<file path="config.mk">
export PLATFORM = sky130hd
export DESIGN_NAME = ic2_arbiter
export DESIGN_NICKNAME = d
export VERILOG_FILES = /design/src/rtl/ic2_arbiter.sv
export SDC_FILE = /design/constraint.sdc
export NUM_CORES = 1
export LEC_CHECK = 0
export CAP_MARGIN = 20
export CELL_PAD_IN_SITES_DETAIL_PLACEMENT = 1
export CELL_PAD_IN_SITES_GLOBAL_PLACEMENT = 2
export CORE_ASPECT_RATIO = 0.5
export CORE_UTILIZATION = 24
export DETAILED_ROUTE_END_ITERATION = 16
export PLACE_DENSITY = 0.85
export SYNTH_ARGS = -nofsm -noshare
export SYNTH_HDL_FRONTEND = slang
export SYNTH_SLANG_ARGS = --single-unit
</file>
<file path="constraint.sdc">
create_clock -name CLK -period 1.9 [get_ports CLK]
set_input_delay 0.38 -clock CLK [delete_from_list [all_inputs] [get_ports CLK]]
set_output_delay 0.38 -clock CLK [all_outputs]
set_load 0.01 [all_outputs]
</file>
<file path="src/rtl/ic2_arbiter.sv">
// ic2_arbiter: two-requester round-robin front end for a single I2C master.
// A grant latches the winner's fields, strobes START_STB for HOLD_CYCLES,
// waits TXN_CYCLES for the master to finish, then pulses DONE (and captures
// RD_DATA for reads) before returning to IDLE. Every output is a flop.
module ic2_arbiter #(
  parameter int HOLD_CYCLES = 4,
  parameter int TXN_CYCLES  = 128
) (
  input  logic        CLK,
  input  logic        RESET,
  input  logic        REQ0_VALID,
  input  logic        REQ0_RNW,
  input  logic [6:0]  REQ0_ADDR,
  input  logic [15:0] REQ0_WDATA,
  output logic        REQ0_READY,
  output logic        REQ0_DONE,
  output logic [15:0] REQ0_RDATA,
  input  logic        REQ1_VALID,
  input  logic        REQ1_RNW,
  input  logic [6:0]  REQ1_ADDR,
  input  logic [15:0] REQ1_WDATA,
  output logic        REQ1_READY,
  output logic        REQ1_DONE,
  output logic [15:0] REQ1_RDATA,
  output logic        START_STB,
  output logic        RNW,
  output logic [6:0]  IC2_ADDR,
  output logic [15:0] WR_DATA,
  input  logic [15:0] RD_DATA,
  output logic        BUSY
);

  typedef enum logic [1:0] {S_IDLE, S_ISSUE, S_WAIT, S_DONE} state_t;

  localparam logic [7:0] HOLD_LOAD = 8'(HOLD_CYCLES - 1);
  localparam logic [7:0] TXN_LOAD  = 8'(TXN_CYCLES - 1);

  state_t           state_q, state_d;
  logic [7:0]       cnt_q, cnt_d;
  logic             ptr_q, ptr_d;     // requester granted last
  logic             gnt_q, gnt_d;     // requester owning the current transaction
  logic [1:0]       ready_q, ready_d;
  logic [1:0]       done_q, done_d;
  logic             start_q, start_d;
  logic             busy_q, busy_d;
  logic             rnw_q, rnw_d;
  logic [6:0]       addr_q, addr_d;
  logic [15:0]      wdata_q, wdata_d;
  logic [1:0][15:0] rdata_q, rdata_d;

  logic             any_vld;
  logic             win;

  // Winner selection: lone requester wins, contention goes to the one not served last.
  always_comb begin
    any_vld = REQ0_VALID | REQ1_VALID;
    win     = 1'b0;
    if (REQ0_VALID && REQ1_VALID) win = ~ptr_q;
    else if (REQ1_VALID)          win = 1'b1;
  end

  // Next-state and registered-output logic for the transaction sequencer.
  always_comb begin
    state_d = state_q;
    cnt_d   = cnt_q;
    ptr_d   = ptr_q;
    gnt_d   = gnt_q;
    ready_d = '0;
    done_d  = '0;
    start_d = 1'b0;
    busy_d  = busy_q;
    rnw_d   = rnw_q;
    addr_d  = addr_q;
    wdata_d = wdata_q;
    rdata_d = rdata_q;
    case (state_q)
      S_IDLE: begin
        busy_d = 1'b0;
        if (any_vld) begin
          gnt_d        = win;
          ptr_d        = win;
          ready_d[win] = 1'b1;
          rnw_d        = win ? REQ1_RNW   : REQ0_RNW;
          addr_d       = win ? REQ1_ADDR  : REQ0_ADDR;
          wdata_d      = win ? REQ1_WDATA : REQ0_WDATA;
          start_d      = 1'b1;
          busy_d       = 1'b1;
          cnt_d        = HOLD_LOAD;
          state_d      = S_ISSUE;
        end
      end
      S_ISSUE: begin
        if (cnt_q == 8'd0) begin
          cnt_d   = TXN_LOAD;
          state_d = S_WAIT;
        end else begin
          cnt_d   = cnt_q - 8'd1;
          start_d = 1'b1;
        end
      end
      S_WAIT: begin
        if (cnt_q == 8'd0) begin
          done_d[gnt_q] = 1'b1;
          if (rnw_q) rdata_d[gnt_q] = RD_DATA;
          state_d = S_DONE;
        end else begin
          cnt_d = cnt_q - 8'd1;
        end
      end
      S_DONE: begin
        busy_d  = 1'b0;
        state_d = S_IDLE;
      end
      default: begin
        busy_d  = 1'b0;
        cnt_d   = 8'd0;
        state_d = S_IDLE;
      end
    endcase
  end

  // State register; reset aborts any transaction and biases the pointer toward REQ0.
  always_ff @(posedge CLK) begin
    if (RESET) begin
      state_q <= S_IDLE;
      cnt_q   <= 8'd0;
      ptr_q   <= 1'b1;
      gnt_q   <= 1'b0;
      ready_q <= '0;
      done_q  <= '0;
      start_q <= 1'b0;
      busy_q  <= 1'b0;
      rnw_q   <= 1'b0;
      addr_q  <= '0;
      wdata_q <= '0;
      rdata_q <= '0;
    end else begin
      state_q <= state_d;
      cnt_q   <= cnt_d;
      ptr_q   <= ptr_d;
      gnt_q   <= gnt_d;
      ready_q <= ready_d;
      done_q  <= done_d;
      start_q <= start_d;
      busy_q  <= busy_d;
      rnw_q   <= rnw_d;
      addr_q  <= addr_d;
      wdata_q <= wdata_d;
      rdata_q <= rdata_d;
    end
  end

  assign REQ0_READY = ready_q[0];
  assign REQ1_READY = ready_q[1];
  assign REQ0_DONE  = done_q[0];
  assign REQ1_DONE  = done_q[1];
  assign REQ0_RDATA = rdata_q[0];
  assign REQ1_RDATA = rdata_q[1];
  assign START_STB  = start_q;
  assign RNW        = rnw_q;
  assign IC2_ADDR   = addr_q;
  assign WR_DATA    = wdata_q;
  assign BUSY       = busy_q;

endmodule

</file>
Yosys cells after proc, flatten, opt, wreduce, memory -nomap -nowiden
Index checks and enable logic that the tools add are counted.
{ "classes": {"bitwise_logic": 6, "div": 0, "n_addsub": 1, "n_mux": 24, "shift": 0, "order_cmp": 4, "n_reduce_logical": 13, "n_mul": 0, "eq_ne": 7} }
{ "op_table": {"columns": ["op", "n"], "rows": [
  ["bitwise mux 32 bit", 1],
  ["two-way mux 16 bit", 2],
  ["two-way mux 8 bit", 3],
  ["one-hot mux 8 bit (3 select lines)", 1],
  ["demux 16 bit (select 1 bit)", 1],
  ["AND reduction 3 bit", 3],
  ["zero test 8 bit", 1],
  ["inequality test 2 bit (second input constant)", 4],
  ["one-hot mux 2 bit (4 select lines)", 1],
  ["subtractor 8 x 1 -> 8 bit (second input constant)", 1],
  ["two-way mux 1 bit", 7],
  ["two-way mux 7 bit", 1],
  ["two-way mux 2 bit", 3],
  ["OR reduction 3 bit", 2],
  ["NOT 1 bit", 5],
  ["equality test 2 bit (second input constant)", 2],
  ["< comparator 1 x 2 -> 1 bit (second input constant)", 2],
  ["one-hot mux 1 bit (2 select lines)", 2],
  ["logical AND 1 bit", 3],
  ["nonzero test 3 bit", 1],
  ["demux 1 bit (select 1 bit)", 2],
  ["equality test 2 x 1 -> 1 bit (second input constant)", 1],
  [">= comparator 1 bit (second input constant)", 2],
  ["zero test 2 bit", 1],
  ["other kinds (3)", 3]
]} }
{ "word_totals": {"reg_bits": 74, "ramBits": 0, "memories": 0, "latch_bits": 0, "rom_bits": 0} }

Logic depth before layout (Yosys ltp)
Gate-level depths: netlist of the first run.
{ "logic_depth": {"ltp_word": 6, "mapped_depth": 8} }

Worst setup path before layout of the first run
OpenSTA, ideal clock, no wires.
{ "synth_timing": {"path_type": "reg2reg", "start": "reg state_q[0]", "end": "reg rdata_q, in the netlist REQ0_RDATA[10]", "setup_slack_ps": 165, "setup_time_ps": 128, "path_stages_with_launch": 9, "arrival_time_ps": 1607, "path_cell_list": "dfxtp_1 -> inv_1 -> ha_1 -> and4bb_2 -> nand4b_1 -> buf_2 -> buf_4 -> mux2i_1 -> nor2_1"} }
{ "synth_between": {"elab_chain_len": 2} }
{ "synth_lines": {"columns": ["element", "line", "source"], "rows": [
  ["from (decl)", "38", "state_t state_q, state_d;"],
  ["from (signal assigned)", "138", "state_q <= state_d;"],
  ["equality test 2 bit", "76", "case (state_q)"],
  ["AND reduction 3 bit (no line)", null, null],
  ["to (signal assigned)", "149", "rdata_q <= rdata_d;"],
  ["to (decl)", "49", "logic [1:0][15:0] rdata_q, rdata_d;"]
]} }
Every way passes these cells.
A chain may end at the register's enable or synchronous reset.

Worst setup path in the final report of the first run
{ "layout_timing": {"start": "reg state_q[0]", "end": "reg cnt_q[4]"} }
{ "layout_between": {"elab_chain_len": 3, "elab_cells_between_ends": 8, "classes_between": "eq/ne: 4; mux: 1; reduce/logical: 3"} }
{ "layout_lines": {"columns": ["element", "line", "source"], "rows": [
  ["equality test 2 bit (tied with other cells)", "76", null],
  ["inequality test 2 bit (no line) / nonzero test 3 bit (equally long branches)", null, null],
  ["AND reduction 3 bit (no line)", null, null],
  ["to (signal assigned)", "139", "cnt_q <= cnt_d;"],
  ["to (decl)", "39", "logic [7:0] cnt_q, cnt_d;"]
]} }
Parallel ways exist; a longest one is shown, timed or not.

==> results of run 1 <==
## worst min-delay path, stage by stage
cell and delay [ns]:
buf_2 0.11, inv_1 0.06, buf_4 0.15, o21ai_0 0.07
## worst max path at each step
| stage | to | cells after the start | from | slack (ns) |
|---|---|---|---|---|
| 6_report | cnt_q[4] | 7 | state_q[0] | 0.11 |
| 5_1_grt | cnt_q[5] | 7 | state_q[0] | 0.02 |
| 4_1_cts | cnt_q[5] | 6 | state_q[0] | 0.003 |
| 3_3_place_gp | cnt_q[5] | 5 | REQ0_VALID | -0.14 |
| 2_1_floorplan | REQ0_RDATA[10] | 8 | state_q[0] | 0.17 |
| 3_5_place_dp | cnt_q[5] | 5 | REQ0_VALID | -0.21 |
## synth_stat cells (all sizes together), types with 3 or more instances
cell | count | area, µm²
a211oi | 24 | 180
a21oi | 5 | 25.0
a31oi | 5 | 31.3
and3 | 5 | 31.3
buf | 8 | 52.5
clkbuf | 11 | 41.3
dfxtp | 74 | 1480
ha | 5 | 62.6
inv | 10 | 37.5
mux2i | 57 | 571
nand2 | 7 | 26.3
nor2 | 66 | 248
nor3 | 8 | 40.0
o21ai | 8 | 40.0
or4 | 3 | 26.3
## layout by cell type (no fill, tap or decap), drive strengths merged, types with 2 or more instances in the layout
cell type	n
a211oi	24
a21oi	5
a31oi	5
and3	5
buf	21
bufinv	2
clkbuf	11
clkdlybuf4s50	128
clkinv	2
dfxtp	74
ha	5
inv	10
mux2i	57
nand2	7
nand2b	2
nor2	66
nor2b	2
nor3	8
nor3b	2
nor4	2
o21ai	8
o221a	2
o311ai	2
or4	3
## final cells by class
type / count / area (µm²) / share of cell area [%]
flip-flops and latches: 74 / 1480 / 29.3
multi-input cells: 216 / 1520 / 30.0
clock inverters: 5 / 77.6 / 1.53
well taps: 165 / 206 / 4.08
inverters: 10 / 37.5 / 0.741
repair buffers: 149 / 1500 / 29.6
clock buffers: 11 / 243 / 4.79
## layer usage
metal / track usage (%) / vias to the layer above
met5: 0 / -
met4: 6.45 / 0
met3: 3.40 / 12
met2: 26.8 / 54
met1: 16.6 / 1329
li1: - / 1414
## cells by family after synthesis
| family | after synthesis |
|---|---|
| buffers and inverters | 29 |
| AOI/OAI and AO/OA | 52 |
| and+or+nand+nor | 102 |
| DFF | 74 |
| muxes | 57 |
| adders and majority gates | 5 |
## stage by stage
stage	setup WS [ns]	util [%]
global placement	-0.139	38.8
floorplan	0.165	-
finish	0.111	41.5
CTS	0.00315	41.4
global route	0.0183	41.5
detailed placement	-0.208	38.8
## state kept, by name, summed over array words and instances (netlist names)
name,cells
BUSY,1
state_q,2
done_q,2
cnt_q,8
REQ0_RDATA,16
REQ1_RDATA,16
IC2_ADDR,7
RNW,1
WR_DATA,16
START_STB,1
gnt_q,1
ptr_q,1
ready_q,2
## what timing repair did
action                                  4_1_cts  5_1_grt
endpoints found under the setup margin        0        6
gates resized for setup                       0        5
hold buffers                                  0        0
buffers inserted                              0        0
## report_power, final
group / leakage, µW / internal, µW / total [µW] / switching [µW]
clock network: 0.000156 / 1180 / 1840 / 655
registers: 0.000605 / 1860 / 2070 / 213
logic: 0.00140 / 1180 / 2280 / 1110
total: 0.00216 / 4220 / 6190 / 1980
==> summary.md, run 1 <==
| Metric | Value |
|---|---|
| Startpoint of the worst-slack reg-to-reg timing path | `state_q[0]` |
| Worst hold path depth | `4` |
| Placed Instance Area | `4730 µm²` |
| ANT nets after route | `0` |
| Setup violations, final | `0` |
| Length of routed met2 wiring | `4.86 mm` |
| Number of cells produced by synthesis | `between 300 and 400` |
| Final cell count without fillers | `630` |
| Adder-cell share of the synthesized area | `2.02%` |
| Antenna cell count | `0` |
| Final max-slew violation count | `0` |
| Final critical path time including I/O delays and setup | `1.79 ns` |
| Sequential-to-total area share from yosys stat | `47.8%` |
| Number of antenna violations at the first check in global routing | `0` |
| Count of buffers inserted at the top-level ports | `129` |
| CTS H-Tree Depth | `3` |
| Width of the chip | `163 µm` |
| Simple logic cell fraction of the synthesized area | `15.8%` |
| Setup tns final | `0 ns` |
| Worst clock skew | `0.00498 ns` |
| Clock-pin slew of the registers on the worst-case setup and hold paths | `around 0.060 ns` |
| Avg Inst Size Synth | `roughly 9.7 µm²` |
| Ordered list of cells on the worst path | `inv_1, ha_1, nor3b_1, or2_2, o21ai_1, buf_4, a31oi_1` |
| Count of warnings emitted by yosys | `0` |
| Worst min-delay path category | `input pin to flop` |
| Worst-case hold path end point | `ptr_q` |
| Reported max-cap violation count | `0` |
| Setup repair after global routing missed its margin | `no` |
| Main combinational cell family by area after synthesis | `multiplexers` |
| Post-detailed-routing wire length | `9.51 mm` |
| Critical path type | `flop to flop` |
| Post-layout net count | `533` |
| Die outline area | `13400 µm²` |
| CTS sink cnt | `74` |
| Total buffers and inverters traversed by the critical path | `2` |
| Main flop type after synthesis | `dfxtp_1` |
| Number of buffers added by the clock tree synthesis step | `9` |
| Worst Max-Slew Pin Slew | `~0.50 ns` |
| Fillers | `1373` |
| Crit Path Max Fanout | `6` |
| Fmax | `0.559 GHz` |
| Tot Pwr | `roughly 6200 µW` |
| Count of flip-flops with a built-in enable after synthesis | `0` |
| Cell area after technology mapping | `3100 µm²` |
| Post-detailed-route DRC marker count | `0` |
| Async set-reset flop share out of synthesis | `0%` |
| Multiplexer area fraction after synthesis | `18.4%` |
| Largest net degree at the start of global routing | `41` |
| Leakage power figure | `0.00216 µW` |
| Post-synthesis xor/xnor area fraction | `0%` |
| Worst-path cell with the longest stage delay | `nor3b_1` |
| Worst r2r dst | `cnt_q[4]` |
| Delay contributed by the slowest stage of the critical path | `between 0.4 and 0.5 ns` |
| Area fraction in compound gates after synthesis | `11.8%` |
| Vias in the first global route | `2907` |
| Worst R2R Path Depth | `7` |
| Hold Worst Slack | `between 0.4 and 0.5 ns` |
| Cell area power density | `1220 nW/µm²` |
| Final design area excluding fillers | `5060 µm²` |
| Overall via count from detail_route | `approximately 2800` |
| Detail Route met3 WL | `310 µm` |
| Data required time of the worst path | `2.15 ns` |
| Top-Level Pins | `130` |
| Master cell of the clock root buffer | `clkbuf_16` |
| Flop2flop setup slack | `0.11 ns` |
| Total Routing Usage GR | `14.6%` |
| Number of design-rule violations left by the first detailed-router iteration | `80` |
| Worst relative slew slack | `66.6%` |
| Peak supply drop | `between 0.4 and 0.5 mV` |
| Drt via density | `4.46` |
| Crit path DAT | `2.04 ns` |
| M1 wire length | `4.18 mm` |
| Number of standard-cell rows in the floorplan | `28` |
| Synth-to-Final Area Change | `63.4%` |
| Post-detail-place hpwl | `7.07 mm` |
| Outcome | `finished clean` |
| Sort of element at the start of the critical path | `flop` |
| Share of cells above drive strength 1 | `10.8%` |
| Initial core utilization | `approximately a quarter` |
| Number of nets in the synthesized netlist | `between 300 and 400` |
| Global-route wire length before repair | `between 15 and 20 mm` |
| Total grt overflow | `0` |
| Clock Latency Late Sink | `0.33 ns` |
| Clock tree from TritonCTS | `built` |
| Floorplan Core Area | `12200 µm²` |
| Routed wire length per instance | `15.1 µm` |
| Setup crit end kind | `flop` |
| Final count of hold timing violations | `0` |
| Uppermost signal routing layer after detailed routing | `met4` |
| Source of the worst hold timing path | `RESET` |
| Family of cells with the greatest summed delay on the critical path | `simple AND/OR/NAND/NOR gates` |
| Synthesis-stage register bit count | `74` |
| Vertical die dimension | `82.3 µm` |
| TritonRoute pass-1 iters | `4` |
| Placed instance count | `approximately 610` |
| Yosys cell types | `38` |
| Final RePlAce weighted congestion | `0.738` |
| Max Buffers Root-to-Sink | `2` |
| Final period util | `94.2%` |
Note: power is estimated with default switching activity, not from simulation.
==> run 2, diff against run 1 <==
--- a/config.mk
+++ b/config.mk
@@ -10,6 +10,7 @@
 export CELL_PAD_IN_SITES_GLOBAL_PLACEMENT = 2
 export CORE_ASPECT_RATIO = 0.5
 export CORE_UTILIZATION = 24
+export CTS_CLUSTER_SIZE = 25
 export DETAILED_ROUTE_END_ITERATION = 16
 export PLACE_DENSITY = 0.85
 export SYNTH_ARGS = -nofsm -noshare
==> results of run 2 <==
Same layout as run 1: the final DEF is identical, and so are final timing and power.
